`src/rtl/tdes_pkg.sv`:
```
// Shared DES tables, permutation helpers and state/constant definitions for the TDES core.
package tdes_pkg;

  typedef enum logic [1:0] {IDLE, ROUND, DONE} tdes_state_e;

  localparam int ROUNDS_PER_PASS = 16;
  localparam int NUM_PASSES      = 3;
  localparam logic [3:0] LAST_ROUND = 4'(ROUNDS_PER_PASS - 1);
  localparam logic [1:0] LAST_PASS  = 2'(NUM_PASSES - 1);

  // Tables use the standard 1-based DES numbering, where bit 1 is the MSB.
  localparam int IP_TBL [64] = '{
    58, 50, 42, 34, 26, 18, 10, 2, 60, 52, 44, 36, 28, 20, 12, 4,
    62, 54, 46, 38, 30, 22, 14, 6, 64, 56, 48, 40, 32, 24, 16, 8,
    57, 49, 41, 33, 25, 17,  9, 1, 59, 51, 43, 35, 27, 19, 11, 3,
    61, 53, 45, 37, 29, 21, 13, 5, 63, 55, 47, 39, 31, 23, 15, 7};

  localparam int FP_TBL [64] = '{
    40, 8, 48, 16, 56, 24, 64, 32, 39, 7, 47, 15, 55, 23, 63, 31,
    38, 6, 46, 14, 54, 22, 62, 30, 37, 5, 45, 13, 53, 21, 61, 29,
    36, 4, 44, 12, 52, 20, 60, 28, 35, 3, 43, 11, 51, 19, 59, 27,
    34, 2, 42, 10, 50, 18, 58, 26, 33, 1, 41,  9, 49, 17, 57, 25};

  localparam int E_TBL [48] = '{
    32,  1,  2,  3,  4,  5,  4,  5,  6,  7,  8,  9,
     8,  9, 10, 11, 12, 13, 12, 13, 14, 15, 16, 17,
    16, 17, 18, 19, 20, 21, 20, 21, 22, 23, 24, 25,
    24, 25, 26, 27, 28, 29, 28, 29, 30, 31, 32,  1};

  localparam int P_TBL [32] = '{
    16,  7, 20, 21, 29, 12, 28, 17,  1, 15, 23, 26,  5, 18, 31, 10,
     2,  8, 24, 14, 32, 27,  3,  9, 19, 13, 30,  6, 22, 11,  4, 25};

  localparam int PC1_TBL [56] = '{
    57, 49, 41, 33, 25, 17,  9,  1, 58, 50, 42, 34, 26, 18,
    10,  2, 59, 51, 43, 35, 27, 19, 11,  3, 60, 52, 44, 36,
    63, 55, 47, 39, 31, 23, 15,  7, 62, 54, 46, 38, 30, 22,
    14,  6, 61, 53, 45, 37, 29, 21, 13,  5, 28, 20, 12,  4};

  localparam int PC2_TBL [48] = '{
    14, 17, 11, 24,  1,  5,  3, 28, 15,  6, 21, 10,
    23, 19, 12,  4, 26,  8, 16,  7, 27, 20, 13,  2,
    41, 52, 31, 37, 47, 55, 30, 40, 51, 45, 33, 48,
    44, 49, 39, 56, 34, 53, 46, 42, 50, 36, 29, 32};

  // Flattened S-boxes: index = {box, row, column}.
  localparam logic [3:0] SBOX [512] = '{
    14, 4, 13, 1, 2, 15, 11, 8, 3, 10, 6, 12, 5, 9, 0, 7,
    0, 15, 7, 4, 14, 2, 13, 1, 10, 6, 12, 11, 9, 5, 3, 8,
    4, 1, 14, 8, 13, 6, 2, 11, 15, 12, 9, 7, 3, 10, 5, 0,
    15, 12, 8, 2, 4, 9, 1, 7, 5, 11, 3, 14, 10, 0, 6, 13,
    15, 1, 8, 14, 6, 11, 3, 4, 9, 7, 2, 13, 12, 0, 5, 10,
    3, 13, 4, 7, 15, 2, 8, 14, 12, 0, 1, 10, 6, 9, 11, 5,
    0, 14, 7, 11, 10, 4, 13, 1, 5, 8, 12, 6, 9, 3, 2, 15,
    13, 8, 10, 1, 3, 15, 4, 2, 11, 6, 7, 12, 0, 5, 14, 9,
    10, 0, 9, 14, 6, 3, 15, 5, 1, 13, 12, 7, 11, 4, 2, 8,
    13, 7, 0, 9, 3, 4, 6, 10, 2, 8, 5, 14, 12, 11, 15, 1,
    13, 6, 4, 9, 8, 15, 3, 0, 11, 1, 2, 12, 5, 10, 14, 7,
    1, 10, 13, 0, 6, 9, 8, 7, 4, 15, 14, 3, 11, 5, 2, 12,
    7, 13, 14, 3, 0, 6, 9, 10, 1, 2, 8, 5, 11, 12, 4, 15,
    13, 8, 11, 5, 6, 15, 0, 3, 4, 7, 2, 12, 1, 10, 14, 9,
    10, 6, 9, 0, 12, 11, 7, 13, 15, 1, 3, 14, 5, 2, 8, 4,
    3, 15, 0, 6, 10, 1, 13, 8, 9, 4, 5, 11, 12, 7, 2, 14,
    2, 12, 4, 1, 7, 10, 11, 6, 8, 5, 3, 15, 13, 0, 14, 9,
    14, 11, 2, 12, 4, 7, 13, 1, 5, 0, 15, 10, 3, 9, 8, 6,
    4, 2, 1, 11, 10, 13, 7, 8, 15, 9, 12, 5, 6, 3, 0, 14,
    11, 8, 12, 7, 1, 14, 2, 13, 6, 15, 0, 9, 10, 4, 5, 3,
    12, 1, 10, 15, 9, 2, 6, 8, 0, 13, 3, 4, 14, 7, 5, 11,
    10, 15, 4, 2, 7, 12, 9, 5, 6, 1, 13, 14, 0, 11, 3, 8,
    9, 14, 15, 5, 2, 8, 12, 3, 7, 0, 4, 10, 1, 13, 11, 6,
    4, 3, 2, 12, 9, 5, 15, 10, 11, 14, 1, 7, 6, 0, 8, 13,
    4, 11, 2, 14, 15, 0, 8, 13, 3, 12, 9, 7, 5, 10, 6, 1,
    13, 0, 11, 7, 4, 9, 1, 10, 14, 3, 5, 12, 2, 15, 8, 6,
    1, 4, 11, 13, 12, 3, 7, 14, 10, 15, 6, 8, 0, 5, 9, 2,
    6, 11, 13, 8, 1, 4, 10, 7, 9, 5, 0, 15, 14, 2, 3, 12,
    13, 2, 8, 4, 6, 15, 11, 1, 10, 9, 3, 14, 5, 0, 12, 7,
    1, 15, 13, 8, 10, 3, 7, 4, 12, 5, 6, 11, 0, 14, 9, 2,
    7, 11, 4, 1, 9, 12, 14, 2, 0, 6, 10, 13, 15, 3, 5, 8,
    2, 1, 14, 7, 4, 10, 8, 13, 15, 12, 9, 0, 3, 5, 6, 11};

  localparam logic [1:0] ENC_SHIFT [16] = '{
    2'd1, 2'd1, 2'd2, 2'd2, 2'd2, 2'd2, 2'd2, 2'd2,
    2'd1, 2'd2, 2'd2, 2'd2, 2'd2, 2'd2, 2'd2, 2'd1};

  // The decrypt schedule walks the encrypt schedule backwards: 0 first, then S[15], S[14], ...
  function automatic logic [1:0] dec_shift(input logic [3:0] round);
    return (round == 4'd0) ? 2'd0 : ENC_SHIFT[4'd0 - round];
  endfunction

  function automatic logic [63:0] ip(input logic [63:0] x);
    logic [63:0] y;
    for (int i = 0; i < 64; i++) y[6'(63 - i)] = x[6'(64 - IP_TBL[6'(i)])];
    return y;
  endfunction

  function automatic logic [63:0] fp(input logic [63:0] x);
    logic [63:0] y;
    for (int i = 0; i < 64; i++) y[6'(63 - i)] = x[6'(64 - FP_TBL[6'(i)])];
    return y;
  endfunction

  function automatic logic [47:0] e_expand(input logic [31:0] x);
    logic [47:0] y;
    for (int i = 0; i < 48; i++) y[6'(47 - i)] = x[5'(32 - E_TBL[6'(i)])];
    return y;
  endfunction

  function automatic logic [31:0] p_perm(input logic [31:0] x);
    logic [31:0] y;
    for (int i = 0; i < 32; i++) y[5'(31 - i)] = x[5'(32 - P_TBL[5'(i)])];
    return y;
  endfunction

  function automatic logic [55:0] pc1(input logic [63:0] x);
    logic [55:0] y;
    for (int i = 0; i < 56; i++) y[6'(55 - i)] = x[6'(64 - PC1_TBL[6'(i)])];
    return y;
  endfunction

  function automatic logic [47:0] pc2(input logic [55:0] x);
    logic [47:0] y;
    for (int i = 0; i < 48; i++) y[6'(47 - i)] = x[6'(56 - PC2_TBL[6'(i)])];
    return y;
  endfunction

  function automatic logic [31:0] sbox_sub(input logic [47:0] x);
    logic [31:0] y;
    logic [5:0]  b;
    y = '0;
    for (int s = 0; s < 8; s++) begin
      b = 6'(x >> (42 - 6 * s));
      y = {y[27:0], SBOX[{3'(s), b[5], b[0], b[4:1]}]};
    end
    return y;
  endfunction

  function automatic logic [31:0] feistel(input logic [31:0] r, input logic [47:0] k);
    return p_perm(sbox_sub(e_expand(r) ^ k));
  endfunction

  function automatic logic key_parity_ok(input logic [63:0] k);
    logic ok;
    ok = 1'b1;
    for (int b = 0; b < 8; b++) ok = ok & (^(8'(k >> (8 * b))));
    return ok;
  endfunction

endpackage

```
`src/rtl/des_key_schedule.sv`:
```
// DES key schedule: C/D registers loaded with PC1(key), rotated left (encrypt) or right (decrypt).
module des_key_schedule
  import tdes_pkg::*;
(
  input  logic        clk,
  input  logic        rst_n,
  input  logic        load,
  input  logic        advance,
  input  logic        decrypt,
  input  logic [3:0]  round,
  input  logic [63:0] key,
  output logic [47:0] subkey
);

  logic [27:0] c_q, d_q, c_rot, d_rot;
  logic [1:0]  amt;

  // The registers hold the pre-rotation value; this round's rotation is applied combinationally.
  always_comb begin
    amt   = decrypt ? dec_shift(round) : ENC_SHIFT[round];
    c_rot = c_q;
    d_rot = d_q;
    case ({decrypt, amt})
      3'b001: begin c_rot = {c_q[26:0], c_q[27]};    d_rot = {d_q[26:0], d_q[27]};    end
      3'b010: begin c_rot = {c_q[25:0], c_q[27:26]}; d_rot = {d_q[25:0], d_q[27:26]}; end
      3'b101: begin c_rot = {c_q[0], c_q[27:1]};     d_rot = {d_q[0], d_q[27:1]};     end
      3'b110: begin c_rot = {c_q[1:0], c_q[27:2]};   d_rot = {d_q[1:0], d_q[27:2]};   end
      default: ;
    endcase
    subkey = pc2({c_rot, d_rot});
  end

  always_ff @(posedge clk) begin
    if (!rst_n) begin
      c_q <= '0;
      d_q <= '0;
    end else if (load) begin
      {c_q, d_q} <= pc1(key);
    end else if (advance) begin
      c_q <= c_rot;
      d_q <= d_rot;
    end
  end

endmodule

```
`src/rtl/tdes_core_controller.sv`:
```
// Iterative Triple-DES (EDE) core: one Feistel round per HCLK, 48 rounds per block.
// Defining TDES_KEY_PARITY_CHECK_EN enables odd-parity checking of the keys at acceptance.
module tdes_core_controller
  import tdes_pkg::*;
(
  input  logic        HCLK,
  input  logic        HRESET,
  input  logic        enable,
  input  logic        encryptionType,
  input  logic [63:0] data,
  input  logic [63:0] key1,
  input  logic [63:0] key2,
  input  logic [63:0] key3,
  output logic        outputEnable,
  output logic [63:0] outputData,
  output logic        busy,
  output logic        keyError
);

  tdes_state_e state, state_next;
  logic        accept, key_bad, last_round, final_round;
  logic        ks_load, pass_decrypt, enc_type_q;
  logic [3:0]  round_cnt;
  logic [1:0]  pass_cnt;
  logic [63:0] key1_q, key2_q, key3_q, ks_key;
  logic [31:0] l_q, r_q, new_r;
  logic [47:0] subkey;

`ifdef TDES_KEY_PARITY_CHECK_EN
  logic key_bad_q;

  always_ff @(posedge HCLK) begin
    if (!HRESET) key_bad_q <= 1'b0;
    else if (accept)
      key_bad_q <= !(key_parity_ok(key1) && key_parity_ok(key2) && key_parity_ok(key3));
  end

  assign key_bad  = key_bad_q;
  assign keyError = key_bad_q && (state == DONE);
`else
  assign key_bad  = 1'b0;
  assign keyError = 1'b0;
`endif

  always_ff @(posedge HCLK) begin
    if (!HRESET) state <= IDLE;
    else         state <= state_next;
  end

  always_comb begin
    state_next   = state;
    accept       = 1'b0;
    busy         = (state == ROUND);
    outputEnable = (state == DONE);
    case (state)
      IDLE, DONE: if (enable) begin
        accept     = 1'b1;
        state_next = ROUND;
      end
      ROUND: if (key_bad || final_round) state_next = DONE;
      default: state_next = IDLE;
    endcase
  end

  // A pass is a decrypt pass when it is the middle pass of an encrypt, or an outer pass of a decrypt.
  always_comb begin
    last_round   = (round_cnt == LAST_ROUND);
    final_round  = last_round && (pass_cnt == LAST_PASS);
    pass_decrypt = enc_type_q ? (pass_cnt == 2'd1) : (pass_cnt != 2'd1);
    ks_load      = accept || ((state == ROUND) && last_round && !final_round);
    if (accept)                ks_key = encryptionType ? key1 : key3;
    else if (pass_cnt == 2'd0) ks_key = key2_q;
    else                       ks_key = enc_type_q ? key3_q : key1_q;
    new_r = l_q ^ feistel(r_q, subkey);
  end

  des_key_schedule u_key_schedule (
    .clk     (HCLK),
    .rst_n   (HRESET),
    .load    (ks_load),
    .advance (state == ROUND),
    .decrypt (pass_decrypt),
    .round   (round_cnt),
    .key     (ks_key),
    .subkey  (subkey)
  );

  // Between passes the halves are left swapped; the FP/IP pair that would sit there cancels out.
  always_ff @(posedge HCLK) begin
    if (!HRESET) begin
      l_q        <= '0;
      r_q        <= '0;
      round_cnt  <= '0;
      pass_cnt   <= '0;
      enc_type_q <= 1'b0;
      key1_q     <= '0;
      key2_q     <= '0;
      key3_q     <= '0;
      outputData <= '0;
    end else if (accept) begin
      {l_q, r_q} <= ip(data);
      round_cnt  <= '0;
      pass_cnt   <= '0;
      enc_type_q <= encryptionType;
      key1_q     <= key1;
      key2_q     <= key2;
      key3_q     <= key3;
    end else if (state == ROUND) begin
      if (key_bad) begin
        outputData <= '0;
      end else begin
        round_cnt <= round_cnt + 4'd1;
        if (final_round) begin
          pass_cnt   <= '0;
          outputData <= fp({new_r, r_q});
        end else if (last_round) begin
          pass_cnt <= pass_cnt + 2'd1;
          l_q      <= new_r;
        end else begin
          l_q <= r_q;
          r_q <= new_r;
        end
      end
    end
  end

endmodule

```
`config.mk`:
```
export PLATFORM = sky130hd
export DESIGN_NAME = tdes_core_controller
export DESIGN_NICKNAME = d
export VERILOG_FILES = /design/src/rtl/tdes_pkg.sv /design/src/rtl/des_key_schedule.sv /design/src/rtl/tdes_core_controller.sv
export SDC_FILE = /design/constraint.sdc
export NUM_CORES = 1
export LEC_CHECK = 0
export CAP_MARGIN = 0
export CORE_AREA = 2 2 125 127
export DETAILED_ROUTE_END_ITERATION = 6
export DIE_AREA = 0 0 127 129
export PLACE_DENSITY_LB_ADDON = 0.05
export SLEW_MARGIN = 20
export SYNTH_ARGS = -nofsm -noshare
export SYNTH_HDL_FRONTEND = slang
export SYNTH_SLANG_ARGS = --single-unit
```
`constraint.sdc`:
```
create_clock -name HCLK -period 1.9 [get_ports HCLK]
set_clock_uncertainty 0.1 [all_clocks]
set_input_delay 0.38 -clock HCLK [delete_from_list [all_inputs] [get_ports HCLK]]
set_output_delay 0.38 -clock HCLK [all_outputs]
set_load 0.01 [all_outputs]
```
==> results.yml, run 1 <==
hold_path:
  min_from: "round_cnt[3]"
  min_path_type: "flop to flop"
  hold_end: "round_cnt[3]"
  min_path_cells: 2
power:
  irDropWorstVdd_mv: 0.197
  p_leak_nw: 0.417
  powerDensity_nw_per_um2: 641
global_routing:
  grt_pass1_wl_um: 2100
  antenna_found_initial: 0
  grt.total_usage: 0.0177
  grt_pass1_vias: 383
  grt_max_degree: 10
  overflow: 0
timing:
  rsz0062_at_grt: "false"
  hold_viol: 0
  clock.fmax_mhz: 557
  period_share: 0.946
  timing.final.crit_period_ns: 1.80
  maxSlewViolCount: 0
  setup_tns_ns: 0
  setup_violations: 0
detailed_routing:
  routed_wl_um: 1510
  first_pass_iters: 2
  drt_iter0_drc: 12
  ant_nets: 0
  num_vias: 499
  route.detailed.drc: 0
  drt-vias-per-instance: 1.64
  routedWlPerCell_um: 4.98
floorplan:
  initial_core_util: 0.0585
  num_rows: 45
  ioPinCount: 327
  dieArea_um2: 16400
  core_um2: 15000
  dieWidth_um: 127
  die_h_um: 129
status:
  status: "finished clean"
synth:
  syn-cell-area_um2: 876
  synth.distinct_cells: 23
  synth.yosys.seq_area_share: 0.183
  netlist_instances: 109
  ys.flop_type: "dfxtp_1"
  yosysTopAreaCell: "buf_4"
  synth-edff-count: 0
  async_reset_ff_frac: 0
  yosysWarnings: 0
  avgSynthCellArea_um2: 8.04
  synth_top_area_frac: 0.557
  yosys-top-cells-area: "buf_4 (56%), dfxtp_1 (18%), a21boi_0 (2.6%)"
  yosysMostFrequentCell: "buf_4"
  synth.top_cells.by_count: "buf_4 (65), dfxtp_1 (8), nand2_1 (4), o21ai_0 (4)"
  synth.ff_latch_count: 8
critical_path:
  reg2reg_setup_slack_ns: 0.35
  worstReg2RegStart: "round_cnt[0]"
  end_kind: "output pin"
  critPathKind: "flop to output pin"
  cp_max_fo: 5
  rr_endpoint: "pass_cnt[1]"
  required_ns: 1.42
  crit_arrival_ns: 1.32
  rr_worst_depth: 4
  critPathLaunchType: "flop"
clock_tree:
  clkLatencyLatePin_ns: 0.23
  cts.sinks: 8
  htree_levels: 1
  clock_tree.root_cell: "clkbuf_16"
  clk_pin_slew_ns: 0.04
  cts_buffers: 3
  cts_tree: "built"
  clk_path_buf_depth: 2
place:
  dp_hpwl_um: 1290
  gp_congestion: 0.588
  port_buffers: 4
  dpl.cell_count: 301
cells_and_area:
  stdcell_count: 304
  drive_gt1_frac: 0.0776
  fin_nets: 379
  diodes: 0
  area_growth_pct: 12.6
flow_run:
  maxCapViolations: 0
[cell families (layout without fill, tap and decap cells)]
group           count (synthesis)  after routing  share of synthesized area
compound gates                 12             12                     0.0843
simple gates                   19             19                      0.130
fa+ha+maj                       1              1                     0.0143
xor+xnor                        1              1                     0.0100
buf+inv                        67             10                      0.574
other cells                     1             65                    0.00428
flops                           8              8                      0.183
[routing by layer]
| layer | wire (um) | track usage | vias to the layer above |
|---|---|---|---|
| li1 | - | - | 233 |
| met1 | 680 | 0.0237 | 217 |
| met2 | 610 | 0.0234 | 47 |
| met3 | 207 | 0.00915 | 2 |
| met4 | 14 | 0.00776 | 0 |
| met5 | 0 | 0 | - |
[sequential cells by signal (all words and copies together), names as in the netlist]
register and flops:
round_cnt 4, state 2, pass_cnt 2
[layout make-up]
class / count / area (um2)
fillers: 1803 / 14000
repair buffers: 6 / 57.6
flip-flops and latches: 8 / 161
inverters: 1 / 3.75
multi-input cells: 98 / 453
well taps: 188 / 235
clock buffers: 3 / 75.1
[cell usage in the layout, fill, tap and decap left out, types with 2 or more instances in the layout]
cell and n:
dfxtp_1 7, a21oi_1 3, a21boi_0 3, and2b_2 2, nand2b_1 2, o21ai_0 4
clkbuf_16 3, buf_4 2, nand3_1 3, nor2_1 2, nand2_1 4, conb_1 65
clkdlybuf4s50_1 3
[worst max-delay path, cell delays in order, from the launching register on]
cell	delay (ns)
dfxtp_2	0.34
and2b_2	0.21
clkdlybuf4s50_1	0.53
[how the worst max path moves through the flow]
| stage | start | endpoint | slack, ns |
|---|---|---|---|
| CTS | state[0] | busy | 0.02 |
| global route | state[0] | outputEnable | 0.06 |
| floorplan | round_cnt[0] | pass_cnt[1] | 0.52 |
| global placement | round_cnt[0] | pass_cnt[1] | 0.19 |
| detailed placement | enable | round_cnt[3] | 0.25 |
| finish | state[0] | outputEnable | 0.10 |
[power breakdown]
part	leakage, nW	switching, mW	internal [mW]
Sequential	0.0651	0.00476	0.173
Clock	0.0370	0.0865	0.272
Combinational	0.314	0.0776	0.0177
[timing repair]
item	in CTS	in global routing
hold buffers	0	0
setup buffers	0	0
gates resized for setup	0	2
endpoints found under the setup margin	0	1
[through the flow]
| step | setup slack, ns | util | power [mW] | area (um2) | hold WS, ns |
|---|---|---|---|---|---|
| 4_1_cts | 0.0232 | 0.0656 | 0.641 | 982 | 0.397 |
| 3_5_place_dp | 0.252 | 0.0606 | 0.275 | 907 | 0.390 |
| 3_3_place_gp | 0.193 | 0.0606 | 0.278 | 907 | 0.404 |
| 2_1_floorplan | 0.519 | - | 0.355 | 1120 | 0.356 |
| 6_report | 0.103 | 0.0658 | 0.632 | 986 | 0.390 |
| 5_1_grt | 0.0626 | 0.0658 | 0.664 | 986 | 0.436 |
No activity file was read; power rests on OpenSTA's default activity.
==> run 2: changes to the inputs <==
--- a/config.mk
+++ b/config.mk
@@ -10,6 +10,7 @@
 export DETAILED_ROUTE_END_ITERATION = 6
 export DIE_AREA = 0 0 127 129
 export PLACE_DENSITY_LB_ADDON = 0.05
+export SKIP_CTS_REPAIR_TIMING = 1
 export SLEW_MARGIN = 20
 export SYNTH_ARGS = -nofsm -noshare
 export SYNTH_HDL_FRONTEND = slang
==> results of run 2 <==
The final DEF is identical to that of run 1; final timing and power are the same.
